**src/rtl/ram_arbiter.sv**
```systemverilog
// Two-requester front end for a single-port RAM: zero-fill sweep after reset, then round-robin sharing.
// Latency: grant is combinational in the request cycle; read data returns one cycle after acceptance.
// Backpressure: reqN_ready drops while sweeping or while the other requester wins; responses cannot stall.
module ram_arbiter #(
  parameter int BUS_WIDTH     = 8,
  parameter int ADDRESS_WIDTH = 8
) (
  input  logic                     clk,
  input  logic                     rst,
  input  logic                     req0_valid,
  output logic                     req0_ready,
  input  logic                     req0_we,
  input  logic [ADDRESS_WIDTH-1:0] req0_addr,
  input  logic [BUS_WIDTH-1:0]     req0_wdata,
  output logic                     rsp0_valid,
  output logic [BUS_WIDTH-1:0]     rsp0_rdata,
  input  logic                     req1_valid,
  output logic                     req1_ready,
  input  logic                     req1_we,
  input  logic [ADDRESS_WIDTH-1:0] req1_addr,
  input  logic [BUS_WIDTH-1:0]     req1_wdata,
  output logic                     rsp1_valid,
  output logic [BUS_WIDTH-1:0]     rsp1_rdata,
  output logic [ADDRESS_WIDTH-1:0] ram_ad,
  output logic                     ram_st,
  output logic [BUS_WIDTH-1:0]     ram_X,
  input  logic [BUS_WIDTH-1:0]     ram_O,
  output logic                     busy
);

  localparam int DEPTH = 1 << ADDRESS_WIDTH;
  // One extra counter bit keeps the last sweep address distinct from a wrap back to zero.
  localparam logic [ADDRESS_WIDTH:0] CNT_LAST = (ADDRESS_WIDTH + 1)'(DEPTH - 1);

  localparam logic [0:0] ST_INIT = 1'b0;
  localparam logic [0:0] ST_RUN  = 1'b1;

  logic [0:0]             state_q, state_d;
  logic [ADDRESS_WIDTH:0] cnt_q, cnt_d;
  // Pointer holds the index of the last winner; the other requester wins a tie.
  logic                   ptr_q, ptr_d;
  logic                   rsp0_valid_q, rsp0_valid_d;
  logic                   rsp1_valid_q, rsp1_valid_d;
  logic [BUS_WIDTH-1:0]   rsp0_rdata_q, rsp0_rdata_d;
  logic [BUS_WIDTH-1:0]   rsp1_rdata_q, rsp1_rdata_d;
  logic                   grant0, grant1;

  // Sweep sequencing, round-robin grant and RAM port steering.
  always_comb begin
    state_d = state_q;
    cnt_d   = cnt_q;
    ptr_d   = ptr_q;
    grant0  = 1'b0;
    grant1  = 1'b0;
    ram_ad  = '0;
    ram_st  = 1'b0;
    ram_X   = '0;
    if (state_q == ST_INIT) begin
      ram_ad = cnt_q[ADDRESS_WIDTH-1:0];
      // Suppress the strobe while reset is held so nothing is written under reset.
      ram_st = ~rst;
      cnt_d  = cnt_q + 1'b1;
      if (cnt_q == CNT_LAST) begin
        state_d = ST_RUN;
      end
    end else begin
      grant0 = req0_valid & (~req1_valid | ptr_q);
      grant1 = req1_valid & (~req0_valid | ~ptr_q);
      if (grant0) begin
        ram_ad = req0_addr;
        ram_st = req0_we;
        ram_X  = req0_wdata;
        ptr_d  = 1'b0;
      end else if (grant1) begin
        ram_ad = req1_addr;
        ram_st = req1_we;
        ram_X  = req1_wdata;
        ptr_d  = 1'b1;
      end
    end
  end

  // Capture read data at the acceptance edge; data holds between pulses.
  always_comb begin
    rsp0_valid_d = grant0 & ~req0_we;
    rsp1_valid_d = grant1 & ~req1_we;
    rsp0_rdata_d = rsp0_valid_d ? ram_O : rsp0_rdata_q;
    rsp1_rdata_d = rsp1_valid_d ? ram_O : rsp1_rdata_q;
  end

  // State registers; reset restarts the sweep and drops any pending response.
  always_ff @(posedge clk or posedge rst) begin
    if (rst) begin
      state_q      <= ST_INIT;
      cnt_q        <= '0;
      ptr_q        <= 1'b1;
      rsp0_valid_q <= 1'b0;
      rsp1_valid_q <= 1'b0;
      rsp0_rdata_q <= '0;
      rsp1_rdata_q <= '0;
    end else begin
      state_q      <= state_d;
      cnt_q        <= cnt_d;
      ptr_q        <= ptr_d;
      rsp0_valid_q <= rsp0_valid_d;
      rsp1_valid_q <= rsp1_valid_d;
      rsp0_rdata_q <= rsp0_rdata_d;
      rsp1_rdata_q <= rsp1_rdata_d;
    end
  end

  assign req0_ready = grant0;
  assign req1_ready = grant1;
  assign rsp0_valid = rsp0_valid_q;
  assign rsp1_valid = rsp1_valid_q;
  assign rsp0_rdata = rsp0_rdata_q;
  assign rsp1_rdata = rsp1_rdata_q;
  assign busy       = (state_q == ST_INIT);

endmodule
```
**config.mk**
```make
export PLATFORM = sky130hd
export DESIGN_NAME = ram_arbiter
export DESIGN_NICKNAME = d
export VERILOG_FILES = /design/src/rtl/ram_arbiter.sv
export SDC_FILE = /design/constraint.sdc
export NUM_CORES = 1
export LEC_CHECK = 0
export BUFFER_PORTS_ARGS = -buffer_cell sky130_fd_sc_hd__buf_2
export CAP_MARGIN = 20
export CORE_MARGIN = 10
export CORE_UTILIZATION = 44
export DETAILED_ROUTE_END_ITERATION = 6
export PLACE_DENSITY = 0.83
export SYNTH_ARGS = -nofsm -noshare
export SYNTH_HDL_FRONTEND = slang
export SYNTH_SLANG_ARGS = --single-unit
```
**constraint.sdc**
```tcl
create_clock -name clk -period 1.6 [get_ports clk]
set_input_delay 0.16 -clock clk [delete_from_list [all_inputs] [get_ports clk]]
set_output_delay 0.16 -clock clk [all_outputs]
set_load 0.02 [all_outputs]
```
==> reports/qor.yml, run 1 <==
power_frac_seq_pct: 54.0
tns_ps: -3959
num-nets-final: 255
finalSetupViolations: 18
max-slew-margin-rel_pct: 76.22
antenna_found_initial: 0
grt_setup_unrepaired: "true"
fp-row-count: 21
root_buffer: "clkbuf_4"
dp_hpwl_um: 3453
grt-ovfl-total: 0
wire_per_inst_um: 19.01
grt_pass1_wl_um: 7065
clkPwrFrac_pct: 36.4
violations: "negative setup slack"
io_buffers: 83
worst-setup-path-type: "reg2out"
grt_pass1_vias: 1382
switching_share_pct: 22.86
diodes: 0
core_um2: 3311
period_needed_ps: 1859
viasPerCell: 5.106
ir_drop_mv: 0.3425
power.density_nw_per_um2: 603.7
syn_inst: 113
clkSinkCount: 29
final_common_cell: "buf_2"
postSynthAreaPerCell_um2: 13.22
die_area_um2: 6126
start_util_pct: 45.12
yosysSeqAreaShare_pct: 48.66
ys_seq_elements: 29
cp.arrival_ps: 1700
cp_max_fo: 7
worst_pin_slew_ps: 356.7
vias: 1297
synthArstFlopShare_pct: 100.0
chipHeight_um: 78.27
drive_gt1_share_pct: 61.06
p_comb_share_pct: 9.6
grt.total_usage_pct: 14.28
setup_slack_ps: -259.0
ys_types: 30
syn_area_um2: 1494
place_congestion: 0.8053
slew_viol_final: 0
cts_buffers: 5
cp-start-kind: "flop"
maxCapViolCount: 0
fin_skew_ps: 10.64
cts_max_level: 2
syn_to_final_growth_pct: 52.68
r2r_setup_slack_ps: 90
cts_max_path_buffers: 2
hold_path_class: "in2reg"
power_switching_w: 0.0003149
layout_common_cells: "buf_2, dfrtp_1, buf_6"
syn-num-nets: 161
synth-main-ff-cell: "dfrtp_1"
yosys_warnings: 0
clk_pin_slew_ps: 90
fmax_mhz: 537.9
firstDrtPassIters: 4
pre_cts_ws_ps: 29.88
p_leak_nw: 1.206
ioPinCount: 84
hold_viol: 0
cts_tree: "done"
grt_max_degree: 29
clock_latency_ps: 310
drt_iter0_markers: 41
crit_path_end_kind: "output pin"
synth_edf_count: 0
status: "finished with violations"
worstPathRequired_ps: 1440
min_period_over_period_pct: 116.2
ant_nets: 0
wl_um: 4829
die_x_um: 78.27
p_int_w: 0.001062
drc_errors: 0
[registers in the layout (all words and copies together), names as in the netlist]
| register | cells |
|---|---|
| state_q | 1 |
| rsp0_valid | 1 |
| rsp1_valid | 1 |
| rsp1_rdata | 8 |
| cnt_q | 9 |
| rsp0_rdata | 8 |
| ptr_q | 1 |
[synthesized netlist by cell type, drive strengths merged (2+ instances only)]
cell	n	area share [%]
dfrtp	28	47
mux2	17	17
a221o	8	5.4
a22o	8	4.7
and3	8	3.4
buf	7	4.0
nor2	5	1.3
xnor2	5	2.9
inv	4	1.0
nand3	3	1.0
ha	2	1.7
nand2	2	0.50
xor2	2	1.2
[path summary, 6_finish.rpt]
kind,from,to,cells past startpoint
setup / recovery,ptr_q$_DFFE_PP1P_,ram_ad[3],5
hold reg to reg,cnt_q[6]$_DFFE_PP0N_,cnt_q[6]$_DFFE_PP0N_,1
hold / removal,ram_O[2],rsp0_rdata[2]$_DFFE_PP0P_,2
min in group asynchronous,rst,cnt_q[1]$_DFFE_PP0N_,3
max in group asynchronous,rst,ptr_q$_DFFE_PP1P_,4
setup reg to reg,ptr_q$_DFFE_PP1P_,rsp0_rdata[5]$_DFFE_PP0P_,4
[power groups by stage]
| stage | Clock, W | Sequential [W] | Combinational, W |
|---|---|---|---|
| finish | 0.000501 | 0.000744 | 0.000132 |
| global route | 0.000547 | 0.000746 | 0.000143 |
| CTS | 0.000508 | 0.000744 | 0.000129 |
| detailed placement | 0 | 0.000758 | 0.000123 |
| global placement | 0 | 0.000758 | 0.000121 |
| floorplan | 0 | 0.000768 | 0.0000325 |
[metal layers]
| layer | vias to the layer above | share of wire [%] | GRT usage, % |
|---|---|---|---|
| li1 | 607 | - | - |
| met1 | 621 | 40 | 15.76 |
| met2 | 61 | 49 | 23.27 |
| met3 | 8 | 9.7 | 8.200 |
| met4 | 0 | 1.4 | 3.405 |
| met5 | - | 0 | 0 |
[layout make-up]
cell class	count	area [µm²]
clock buffers	7	65.06
clock inverters	1	5.005
fillers	255	1030
inverters	4	15.01
multi-input cells	73	716.9
flip-flops and latches	29	726.9
well taps	46	57.56
repair buffers	94	694.4
[cells by family after synthesis]
family	Yosys count	synth area share, %
buf+inv	11	5.024
compound gates	20	12.73
fa+ha+maj	2	1.675
xor+xnor	7	4.104
mux	18	17.50
flops	29	48.66
simple gates	26	10.30
[worst max-delay path, cell delays in order (launching register included)]
cell      delay [ps]
dfstp_2          580
a21boi_4          70
buf_6            130
and3_4           160
a221o_1          300
buf_6            150
[through the flow]
stage               utilization (%)  area (µm²)  hold WS (ps)  total power [W]  cells
floorplan                         -        1494         237.4        0.0008007    113
global placement              60.92        2017         21.72        0.0008793    243
detailed placement            60.92        2017         23.88        0.0008819    243
CTS                           67.23        2226         89.46         0.001382    252
global route                  68.90        2281         74.48         0.001435    254
finish                        68.90        2281         97.53         0.001377    254
[what timing repair did]
action                     4_1_cts  5_1_grt
setup buffers                    0        1
gates resized for setup         40        6
setup endpoints to repair       19       19
hold buffers                     1        0
gates cloned                     0        1
pin swaps                       12        4
hold endpoints to repair        28        0
(Power assumes the default switching activity.)
==> inputs of run 2 (changes only) <==
Settings changed: PLACE_DENSITY 0.83 to 0.88.
==> reports/qor.yml, run 2 (same netlist as run 1, synthesis figures left out) <==
r2r-end: "rsp0_rdata[5]$_DFFE_PP0P_"
clock_latency_ps: 320
grt_pass1_wl_um: 7251
hold_path_class: "in2reg"
critPathMaxStageDelay_ps: 580
cts_max_level: 2
violations: "negative setup slack"
finalSetupViolations: 19
drc_errors: 0
maxCapViolCount: 0
status: "finished with violations"
slew_viol_final: 0
min_period_over_period_pct: 115.1
die_area_um2: 6126
fin_skew_ps: 7.052
diodes: 0
largest_reg_flops: 9
grt_max_degree: 30
vias: 1278
hold_depth: 2
cts_max_path_buffers: 2
viasPerCell: 5.071
worst_pin_slew_ps: 350.5
fin_cells: 252
crit_path_end_kind: "output pin"
top_register: "cnt_q"
max-slew-margin-rel_pct: 76.63
layout_common_cells: "buf_2, dfrtp_1, mux2_4"
num-nets-final: 253
place_congestion: 0.7601
cp_max_fo: 9
root_buffer: "clkbuf_4"
cts_tree: "done"
cp_cell_sequence: "a21boi_4 -> and2_4 -> a221o_1 -> buf_6"
grt_pass1_vias: 1501
clkSinkCount: 29
p_leak_nw: 1.187
firstDrtPassIters: 4
core_um2: 3311
chipHeight_um: 78.27
antenna_found_initial: 0
clk_pin_slew_ps: 90
cts_buffers: 5
syn_to_final_growth_pct: 47.07
worst-setup-path-type: "reg2out"
power.density_nw_per_um2: 621.8
drive_gt1_share_pct: 60.19
period_needed_ps: 1841
grt-ovfl-total: 0
start_util_pct: 45.12
io_buffers: 83
fmax_mhz: 543.1
wire_per_inst_um: 17.53
cp.arrival_ps: 1680
grt_setup_unrepaired: "true"
wl_um: 4418
hold_viol: 0
slowest_stage: "dfstp_2"
cp-start-kind: "flop"
pre_cts_ws_ps: 47.28
drt_iter0_markers: 48
setup_slack_ps: -241.4
reg2reg_from: "ptr_q$_DFFE_PP1P_"
grt.total_usage_pct: 14.67
fp-row-count: 21
ioPinCount: 84
ir_drop_mv: 0.3093
dp_hpwl_um: 3494
final_common_cell: "buf_2"
worstPathRequired_ps: 1440
die_x_um: 78.27
hold_path.startpoint: "ram_O[1]"
whs_endpoint: "rsp1_rdata[1]$_DFFE_PP0P_"
r2r_setup_slack_ps: 70
r2r_cells: 4
ant_nets: 0
post-place-cells: 242
run 2: cell count changes in the layout (fill, tap and decap cells not counted):
cell,previous run,this run
buf_6,19,13
buf_2,64,69
and3_1,5,7
and3_4,3,1
buf_4,4,5
buf_8,1,0
clkbuf_16,1,0
dfrtp_1,28,27
dfrtp_2,0,1
run 2: power breakdown:
| group | leakage (nW) | switching (W) | total [W] | internal [W] |
|---|---|---|---|---|
| clock | 0.0413 | 0.000242 | 0.000497 | 0.000254 |
| sequential | 0.381 | 0.00000436 | 0.000744 | 0.000740 |
| combinational | 0.765 | 0.0000597 | 0.000125 | 0.0000652 |
| total | 1.19 | 0.000306 | 0.00137 | 0.00106 |
run 2: what timing repair did:
action                                  CTS  global route
pin swaps                                 4             1
endpoints found under the setup margin   19            19
setup buffers                             0             1
hold buffers                              1             0
gates resized for setup                  21            11
hold endpoints to repair                 28             0
run 2: cell type report:
class,count,area [µm²]
Inverter,4,15.01
Tap cell,46,57.56
Timing Repair Buffer,92,619.3
Clock inverter,1,5.005
Multi-Input combinational cell,73,706.9
Fill cell,256,1114
Clock buffer,7,65.06
Sequential cell,29,728.2
run 2: worst max path at each step:
stage / from / endpoint / slack, ps
final: ptr_q$_DFFE_PP1P_ / ram_st / -240
after global routing: ptr_q$_DFFE_PP1P_ / ram_X[4] / -330
after CTS: ptr_q$_DFFE_PP1P_ / ram_X[2] / -260
after detailed placement: ptr_q$_DFFE_PP1P_ / ram_ad[2] / 50
after global placement: ptr_q$_DFFE_PP1P_ / ram_ad[2] / 70
after floorplan: ptr_q$_DFFE_PP1P_ / ram_X[0] / 110
run 2: routing by layer:
layer | routed length [µm] | GRT usage [%]
met3 | 776 | 11.16
met2 | 1755 | 20.31
met5 | 0 | 0
met1 | 1832 | 16.42
met4 | 54 | 6.452
run 2: worst max-delay path, delay by kind of cell, from the launching register on:
family / cells / cell delay (ps)
AOI/OAI and AO/OA: 2 / 460
buffers and inverters: 1 / 140
DFF: 1 / 580
and+or+nand+nor: 1 / 190
run 2: per-stage QoR:
stage / TNS, ps / hold slack (ps) / total power, W / instance area (µm²) / util, %
after global placement: 0 / 250.3 / 0.0008757 / 2009 / 60.70
after detailed placement: 0 / 251.8 / 0.0008794 / 2009 / 60.70
after global routing: -5158 / 71.53 / 0.001433 / 2197 / 66.36
final: -3627 / 88.96 / 0.001366 / 2197 / 66.36
after CTS: -3875 / 71.47 / 0.001386 / 2155 / 65.08
after floorplan: 0 / 237.4 / 0.0008007 / 1494 / -
